## config.mk

```make
export PLATFORM = sky130hd
export DESIGN_NAME = interp_linear_flat
export DESIGN_NICKNAME = d
export VERILOG_FILES = /design/src/rtl/interp_linear_if.sv /design/src/rtl/interp_linear.sv /design/src/flat_wrapper.sv
export SDC_FILE = /design/constraint.sdc
export NUM_CORES = 1
export LEC_CHECK = 0
export ABC_AREA = 1
export BUFFER_PORTS_ARGS = -buffer_cell sky130_fd_sc_hd__buf_2
export CORE_ASPECT_RATIO = 2
export CORE_MARGIN = 2
export CORE_UTILIZATION = 58
export CTS_CLUSTER_SIZE = 30
export DETAILED_ROUTE_END_ITERATION = 8
export PLACE_DENSITY = 0.77
export SYNTH_ARGS = -nofsm -noshare
export SYNTH_HDL_FRONTEND = slang
export SYNTH_SLANG_ARGS = --single-unit
export TNS_END_PERCENT = 30
```

## constraint.sdc

```tcl
create_clock -name clk -period 2.15 [get_ports clk]
set_clock_uncertainty 0.05 [all_clocks]
set_input_delay 0.3225 -clock clk [delete_from_list [all_inputs] [get_ports clk]]
set_output_delay 0.3225 -clock clk [all_outputs]
set_load 0.01 [all_outputs]
```

## src/rtl/interp_linear_if.sv

```systemverilog
// Sample stream bundle for the linear interpolator: valid/ready input side, valid-only output side.
// Latency: none (wires only).
// Backpressure: data_i_rdy throttles the source; the output stream has no backpressure.
interface interp_linear_if #(
  parameter int D = 25
);
  logic         data_i_en;
  logic [D-1:0] data_i;
  logic         data_i_rdy;
  logic         data_o_en;
  logic [D-1:0] data_o;

  // Sample source / output sink side
  modport master (
    output data_i_en, data_i,
    input  data_i_rdy, data_o_en, data_o
  );

  // Interpolator side
  modport slave (
    input  data_i_en, data_i,
    output data_i_rdy, data_o_en, data_o
  );
endinterface

```

## src/rtl/interp_linear.sv

```systemverilog
// Linear-interpolating upsampler by L = 2**log_L; optional round-half-up via INTERP_LINEAR_ROUND_EN.
// Latency: transfer on edge E gives outputs k=0..L-1 registered on edges E+1..E+L (seen valid E+2..E+L+1).
// Backpressure: data_i_rdy high in PRIME/READY and on the last RUN cycle only; output has none.
module interp_linear #(
  parameter int width_H = 5,
  parameter int width_W = 20,
  parameter int log_L   = 2
) (
  input  logic           clk,
  input  logic           rst,
  interp_linear_if.slave io
);

  localparam int D  = width_H + width_W;
  localparam int L  = 1 << log_L;
  localparam int AW = D + log_L + 1;

`ifdef INTERP_LINEAR_ROUND_EN
  // Half an output LSB in accumulator units turns the floor slice into round-half-up
  localparam logic signed [AW-1:0] ACC_BIAS = AW'(L / 2);
`else
  localparam logic signed [AW-1:0] ACC_BIAS = '0;
`endif

  typedef enum logic [1:0] {PRIME, READY, RUN} state_t;

  state_t                 state_q, state_d;
  logic signed [D-1:0]    last_q, last_d;
  logic signed [D:0]      diff_q, diff_d;
  logic signed [AW-1:0]   acc_q, acc_d;
  logic [log_L-1:0]       cnt_q, cnt_d;
  logic                   data_o_en_q, data_o_en_d;
  logic [D-1:0]           data_o_q, data_o_d;

  logic                   rdy;
  logic                   xfer;
  logic                   cnt_last;
  logic signed [D-1:0]    x_s;
  logic signed [AW-1:0]   acc_load;

  assign cnt_last = &cnt_q;
  assign x_s      = $signed(io.data_i);
  assign xfer     = io.data_i_en && rdy;

  // State register
  always_ff @(posedge clk or negedge rst) begin
    if (!rst) state_q <= PRIME;
    else      state_q <= state_d;
  end

  // Next-state: PRIME takes one sample, READY starts an interval, RUN chains or idles at the end
  always_comb begin
    state_d = state_q;
    case (state_q)
      PRIME:   if (xfer) state_d = READY;
      READY:   if (xfer) state_d = RUN;
      RUN:     if (cnt_last && !xfer) state_d = READY;
      default: state_d = PRIME;
    endcase
  end

  // Ready decode: state and counter only (held low while reset is asserted)
  always_comb begin
    rdy = 1'b0;
    if (rst) rdy = (state_q != RUN) || cnt_last;
  end

  // Datapath next values: step the accumulator in RUN, reload on every accepted sample
  always_comb begin
    last_d      = last_q;
    diff_d      = diff_q;
    acc_d       = acc_q;
    cnt_d       = cnt_q;
    data_o_en_d = 1'b0;
    data_o_d    = data_o_q;
    acc_load    = (AW'(last_q) <<< log_L) + ACC_BIAS;
    if (state_q == RUN) begin
      data_o_en_d = 1'b1;
      data_o_d    = acc_q[D+log_L-1:log_L];
      acc_d       = acc_q + AW'(diff_q);
      cnt_d       = cnt_q + 1'b1;
    end
    if (xfer) begin
      last_d = x_s;
      if (state_q != PRIME) begin
        diff_d = (D+1)'(x_s) - (D+1)'(last_q);
        acc_d  = acc_load;
        cnt_d  = '0;
      end
    end
  end

  // Datapath registers
  always_ff @(posedge clk or negedge rst) begin
    if (!rst) begin
      last_q      <= '0;
      diff_q      <= '0;
      acc_q       <= '0;
      cnt_q       <= '0;
      data_o_en_q <= 1'b0;
      data_o_q    <= '0;
    end else begin
      last_q      <= last_d;
      diff_q      <= diff_d;
      acc_q       <= acc_d;
      cnt_q       <= cnt_d;
      data_o_en_q <= data_o_en_d;
      data_o_q    <= data_o_d;
    end
  end

  assign io.data_i_rdy = rdy;
  assign io.data_o_en  = data_o_en_q;
  assign io.data_o     = data_o_q;

endmodule

```

## src/flat_wrapper.sv

```systemverilog
// flat-port wrapper written by rule: the top's interface ports become plain ports
module interp_linear_flat 
#(
  parameter int width_H = 5,
  parameter int width_W = 20,
  parameter int log_L   = 2
)
  (clk, rst, io_data_i_en, io_data_i, io_data_i_rdy, io_data_o_en, io_data_o);
  interp_linear_if #(.D(((5) + (20)))) io_i ();
  input  logic clk;
  input  logic rst;
  input wire logic [$bits(io_i.data_i_en)-1:0] io_data_i_en;
  input wire logic [$bits(io_i.data_i)-1:0] io_data_i;
  output wire logic [$bits(io_i.data_i_rdy)-1:0] io_data_i_rdy;
  output wire logic [$bits(io_i.data_o_en)-1:0] io_data_o_en;
  output wire logic [$bits(io_i.data_o)-1:0] io_data_o;
  assign io_i.data_i_en = io_data_i_en;
  assign io_i.data_i = io_data_i;
  assign io_data_i_rdy = io_i.data_i_rdy;
  assign io_data_o_en = io_i.data_o_en;
  assign io_data_o = io_i.data_o;
  interp_linear #(.width_H(width_H), .width_W(width_W), .log_L(log_L)) u_core (.clk(clk), .rst(rst), .io(io_i));
endmodule
```

After elaboration in Yosys (flattened, before gate mapping)
Index checks and enable logic that the tools add are counted.
Widths: inputs -> output; s select.
{"block": "word_totals", "regBits": 109, "word_cells": 37}
{"block": "classes", "n_addsub": 3, "reduce_logical": 9, "muxes": 12, "n_eq_ne": 6}
{"operator": "$mux 28", "count": 3}
{"operator": "$add 28x26->28", "count": 1}
{"operator": "$sub 25x25->26", "count": 1}
{"operator": "$mux 2", "count": 6}
{"operator": "$ne 2x1->1 const B", "count": 3}
{"operator": "$pmux 2 s3", "count": 1}
{"operator": "$reduce_and 2->1", "count": 2}
{"operator": "$reduce_and 3->1", "count": 1}
{"operator": "$add 2x1->2 const B", "count": 1}
{"operator": "$eq 2x1->1 const B", "count": 1}
{"operator": "$eq 2x2->1 const B", "count": 1}
{"operator": "$logic_and 1x1->1", "count": 2}
{"operator": "$logic_not 2->1", "count": 1}
{"operator": "$mux 1", "count": 2}
{"operator": "$ne 2x2->1 const B", "count": 1}
{"operator": "$reduce_bool 2->1", "count": 1}
{"operator": "$logic_not 1->1", "count": 1}
{"operator": "$logic_or 1x1->1", "count": 1}

Depth between registers and ports, before layout
{"block": "depth", "ltp_word": 8, "mapped_depth": 13, "ltp_nobuf": 13}

Worst setup path after synthesis
OpenSTA, ideal clock, no wires.
{"block": "synth_path", "path_kind": "flip-flop to flip-flop", "startpoint": "register u_core.last_q[3]", "endpoint": "register u_core.diff_q[14]", "slack_ns": 0.252, "path_buffers": 0, "path_stages_with_launch": 12, "setup_ns": 0.118, "t_arrival_ns": 1.730, "cell_sequence": "dfrtp_1 > inv_1 > ha_1 > a21oi_1 > nand2_1 > a21oi_1 > inv_1 > nand2_1 > nand2_1 > or2_2 > nand3_1 > nand2_1"}
{"block": "synth_via", "elab_chain_len": 1}
{"element": "start: declaration", "line_no": "interp_linear.sv:28", "rtl": "logic signed [D-1:0] last_q, last_d;"}
{"element": "start signal: assignment", "line_no": "interp_linear.sv:103", "rtl": "last_q <= last_d;"}
{"element": "$sub 25x25->26", "line_no": "interp_linear.sv:86", "rtl": "diff_d = (D+1)'(x_s) - (D+1)'(last_q);"}
{"element": "end signal: assignment", "line_no": "interp_linear.sv:104", "rtl": "diff_q <= diff_d;"}
{"element": "end: declaration", "line_no": "interp_linear.sv:29", "rtl": "logic signed [D:0] diff_q, diff_d;"}
Every way passes these cells.
A chain may end at the register's enable or synchronous reset.

Worst setup path in the final report
{"block": "layout_path", "startpoint": "register u_core.acc_q[0]", "endpoint": "register u_core.acc_q[8]"}
{"block": "layout_via", "elab_chain_len": 4}
{"element": "start: declaration", "line_no": "interp_linear.sv:30", "rtl": "logic signed [AW-1:0] acc_q, acc_d;"}
{"element": "start signal: assignment", "line_no": "interp_linear.sv:98", "rtl": "acc_q <= '0;"}
{"element": "start signal: assignment", "line_no": "interp_linear.sv:105", "rtl": "acc_q <= acc_d;"}
{"element": "$add 28x26->28 (*)", "line_no": "interp_linear.sv:80", "rtl": "acc_d = acc_q + AW'(diff_q);"}
{"element": "$mux 28 (*)", "line_no": "interp_linear.sv:77", "rtl": "if (state_q == RUN) begin"}
{"element": "$mux 28", "line_no": "interp_linear.sv:85", "rtl": "if (state_q != PRIME) begin"}
{"element": "$mux 28 (*)", "line_no": "interp_linear.sv:83", "rtl": "if (xfer) begin"}
{"element": "named net u_core.acc_d[8]", "line_no": "interp_linear.sv:30"}
Mark *: on every way through the listed nets, which the timed path passes. The rest lies on a longest branch.

==> out/metrics.json <==
{
  "yosysUniqueCellTypes": 33,
  "remaining_antenna_violation_count_after_routing": 0,
  "relSlewSlack_pct": 53.6,
  "yosys_warnings": 0,
  "critPathMaxFanout": 4,
  "synth_enable_flop_cells": 0,
  "wire_length_of_the_first_global_routing_pass_um": 36200,
  "clock_power_share_pct": 11.1,
  "dp_worst_setup_slack_ps": 0.780,
  "core_area_um2": 13400,
  "grt_antenna_before_repair": 0,
  "synth_mux_area_share_pct": 0,
  "n_antenna_cell": 0,
  "maxCapViolations": 0,
  "timing_max_transition_violations_final": 0,
  "placement.io_buffers": 54,
  "timing.setup.critical_path_class": "reg2reg",
  "synthAdderAreaFrac_pct": 8.81,
  "power.combinational.fraction_pct": 64.0,
  "netlist_instances": 1182,
  "post_drt_via_cell_ratio": 5.44,
  "flow.area_growth_from_synthesis_pct": 18.0,
  "post_synth_instance_area_um2": 7840,
  "cts-buffers-inserted": 9,
  "report.final.hold_viol_count": 3,
  "violations": "negative hold slack",
  "p_int_uw": 7280,
  "multi_input_area_um2": 4500,
  "postSynthNetCount": 1264,
  "worstPathRequired_ps": 2380,
  "row_count": 60,
  "startpoint_type": "flip-flop",
  "dieHeight_um": 168,
  "detail_route.first_pass.iterations": 5,
  "remaining_drc_errors": 0,
  "status": "finished with violations",
  "fin_hold_ws_ps": -9.14,
  "vias": 7903,
  "gp_congestion": 0.972,
  "synthesized_area_fraction_occupied_by_ao_oa_aoi_and_oai_cells_pct": 12.1,
  "cts_tree": "built",
  "synth_xor_xnor_area_share_pct": 2.23,
  "switching_share_pct": 49.4,
  "cts.sinks": 108,
  "synth_simple_gate_area_share_pct": 31.3,
  "total_switching_power_uw": 7120,
  "area.sequential_um2": 2700,
  "cts_hold_repair.buffers": 0,
  "cts.htree.levels": 3,
  "ioPinCount": 55,
  "power-per-cell-area_nw_per_um2": 1560,
  "post_synth.cell_area_avg_um2": 6.63,
  "synth_top_family_by_area": "simple AND/OR/NAND/NOR gates",
  "static-leakage-power_uw": 0.00516,
  "worst_skew_pair.late_latency_ps": 360,
  "asyncSetResetFlopFracSynth_pct": 100,
  "grt_max_degree": 109,
  "totalWireLength_um": 23000,
  "setup_ws_ps": 74.1,
  "grt_remaining_overflow": 0,
  "chipWidth_um": 86.2,
  "post-route-period-util_pct": 96.6,
  "yosys_register_bits": 108,
  "die_area_um2": 14500,
  "final_period_minus_worst_setup_slack_ps": 2080,
  "seqPwrFrac_pct": 24.9,
  "initial_core_util_pct": 58.7,
  "ctsLongestPathBuffers": 2,
  "finalNetCount": 1376,
  "ir_drop_v": 0.000644,
  "synth-seq-area-share_pct": 34.5,
  "finalSetupViolCount": 0,
  "routedWlPerCell_um": 15.9,
  "achievable-frequency_ghz": 0.482,
  "layout.filler_cells": 1251,
  "worst-slew-pin-transition_ps": 695,
  "timing.hold.worst.class": "in2async",
  "finalSetupTns_ps": 0,
  "worstSetupEndpointType": "flip-flop",
  "cts_root_buffer": "sky130_fd_sc_hd__clkbuf_16",
  "setup_repair_after_global_routing_missed_its_margin": "yes",
  "detailedRoute.firstIterationViolations": 476,
  "first_global_vias": 7706,
  "layout-drive-gt1-share_pct": 16.1,
  "arrival_time_of_data_at_the_critical_path_endpoint_ps": 2310,
  "dominantRegCellSynth": "sky130_fd_sc_hd__dfrtp_1",
  "fin_total_pwr_uw": 14400,
  "clkTransAtPathRegs_ps": 80,
  "detailedPlacementHpwl_um": 17800,
  "grtUsageTotal_pct": 32.3
}
-- power groups by stage --
stage / logic [µW] / registers, µW / clock network, µW
floorplan: 5910 / 3490 / 0
global placement: 8460 / 3550 / 0
detailed placement: 8620 / 3580 / 0
CTS: 8700 / 3550 / 1620
global route: 10300 / 3680 / 1680
finish: 9210 / 3590 / 1600
-- kinds of logic (layout without fill, tap and decap cells) --
group | count (synthesis) | count (layout)
buf+inv | 222 | 337
simple gates | 598 | 598
xor+xnor | 20 | 20
flops | 108 | 108
fa+ha+maj | 54 | 54
compound gates | 180 | 180
-- worst paths after layout --
| path | from | end | slack [ps] | cells after the start |
|---|---|---|---|---|
| min in group clk | io_data_i[6] | u_core.last_q[6] | 150 | 3 |
| worst max register to register | u_core.acc_q[0] | u_core.acc_q[8] | 70 | 10 |
| max in group asynchronous | rst | u_core.acc_q[24] | 1590 | 2 |
| worst max-delay path | u_core.acc_q[0] | u_core.acc_q[8] | 70 | 10 |
| worst min register to register | u_core.io.data_o[12] | u_core.io.data_o[12] | 410 | 2 |
| worst min-delay path | rst | u_core.state_q[0] | -9 | 2 |
-- area by class of cell --
type / count / share of cell area [%]
Clock buffer: 9 / 2.43
Clock inverter: 5 / 0.500
Inverter: 196 / 7.98
Multi-Input combinational cell: 852 / 48.6
Sequential cell: 108 / 29.2
Tap cell: 155 / 2.10
Timing Repair Buffer: 127 / 9.14
-- flip-flops by register name, indices dropped and copies added (netlist names) --
| name | flops |
|---|---|
| u_core.acc_q | 27 |
| u_core.diff_q | 26 |
| u_core.io.data_o | 25 |
| u_core.last_q | 25 |
| u_core.cnt_q | 2 |
| u_core.state_q | 2 |
| u_core.io.data_o_en | 1 |
-- cell usage after synthesis (8+ instances only) --
master	n	area share (%)
sky130_fd_sc_hd__a21oi_1	60	3.8
sky130_fd_sc_hd__buf_2	8	0.51
sky130_fd_sc_hd__clkbuf_1	11	0.53
sky130_fd_sc_hd__dfrtp_1	108	34
sky130_fd_sc_hd__ha_1	52	8.3
sky130_fd_sc_hd__inv_1	191	9.1
sky130_fd_sc_hd__nand2_1	401	19
sky130_fd_sc_hd__nand3_1	75	4.8
sky130_fd_sc_hd__nand4_1	15	1.2
sky130_fd_sc_hd__nor2_1	83	4.0
sky130_fd_sc_hd__o21ai_0	87	5.6
sky130_fd_sc_hd__o21ai_1	9	0.57
sky130_fd_sc_hd__o22ai_1	8	0.64
sky130_fd_sc_hd__or2_2	9	0.72
sky130_fd_sc_hd__xnor2_1	8	0.89
sky130_fd_sc_hd__xor2_1	12	1.3
-- stage by stage --
stage	std cells	util, %	area (µm²)
after floorplan	1182	-	7840
after global placement	1436	65.4	8740
after detailed placement	1436	65.4	8740
after CTS	1450	67.4	9010
after global routing	1452	69.2	9250
final	1452	69.2	9250
-- layout by cell type (no fill, tap or decap), types with 15 or more instances in the layout --
master                    count
sky130_fd_sc_hd__nand2_1    395
sky130_fd_sc_hd__inv_1      188
sky130_fd_sc_hd__dfrtp_1    108
sky130_fd_sc_hd__o21ai_0     85
sky130_fd_sc_hd__nor2_1      73
sky130_fd_sc_hd__buf_4       72
sky130_fd_sc_hd__nand3_1     71
sky130_fd_sc_hd__buf_2       53
sky130_fd_sc_hd__a21oi_1     48
sky130_fd_sc_hd__ha_1        40
sky130_fd_sc_hd__nand4_1     15
-- timing repair --
action	4_1_cts	5_1_grt
gates resized for setup	0	53
setup buffers	0	2
setup endpoints to repair	0	34
-- worst max-delay path: stages (launching register included) --
cell,delay (ps)
sky130_fd_sc_hd__dfrtp_1,380
sky130_fd_sc_hd__ha_1,230
sky130_fd_sc_hd__fa_2,410
sky130_fd_sc_hd__nand2_2,80
sky130_fd_sc_hd__nand3_1,100
sky130_fd_sc_hd__nand3_1,100
sky130_fd_sc_hd__nand2_2,100
sky130_fd_sc_hd__buf_4,160
sky130_fd_sc_hd__o21ai_0,180
sky130_fd_sc_hd__a21oi_1,90
sky130_fd_sc_hd__o22ai_1,110
-- routing by layer --
metal	track usage (%)	routed length [µm]	vias up
met5	0	0	-
met4	21.4	1780	0
met3	2.30	857	91
met2	57.8	11900	239
met1	35.5	8500	3617
li1	-	-	3956
Power figures use the tool's default switching activity.
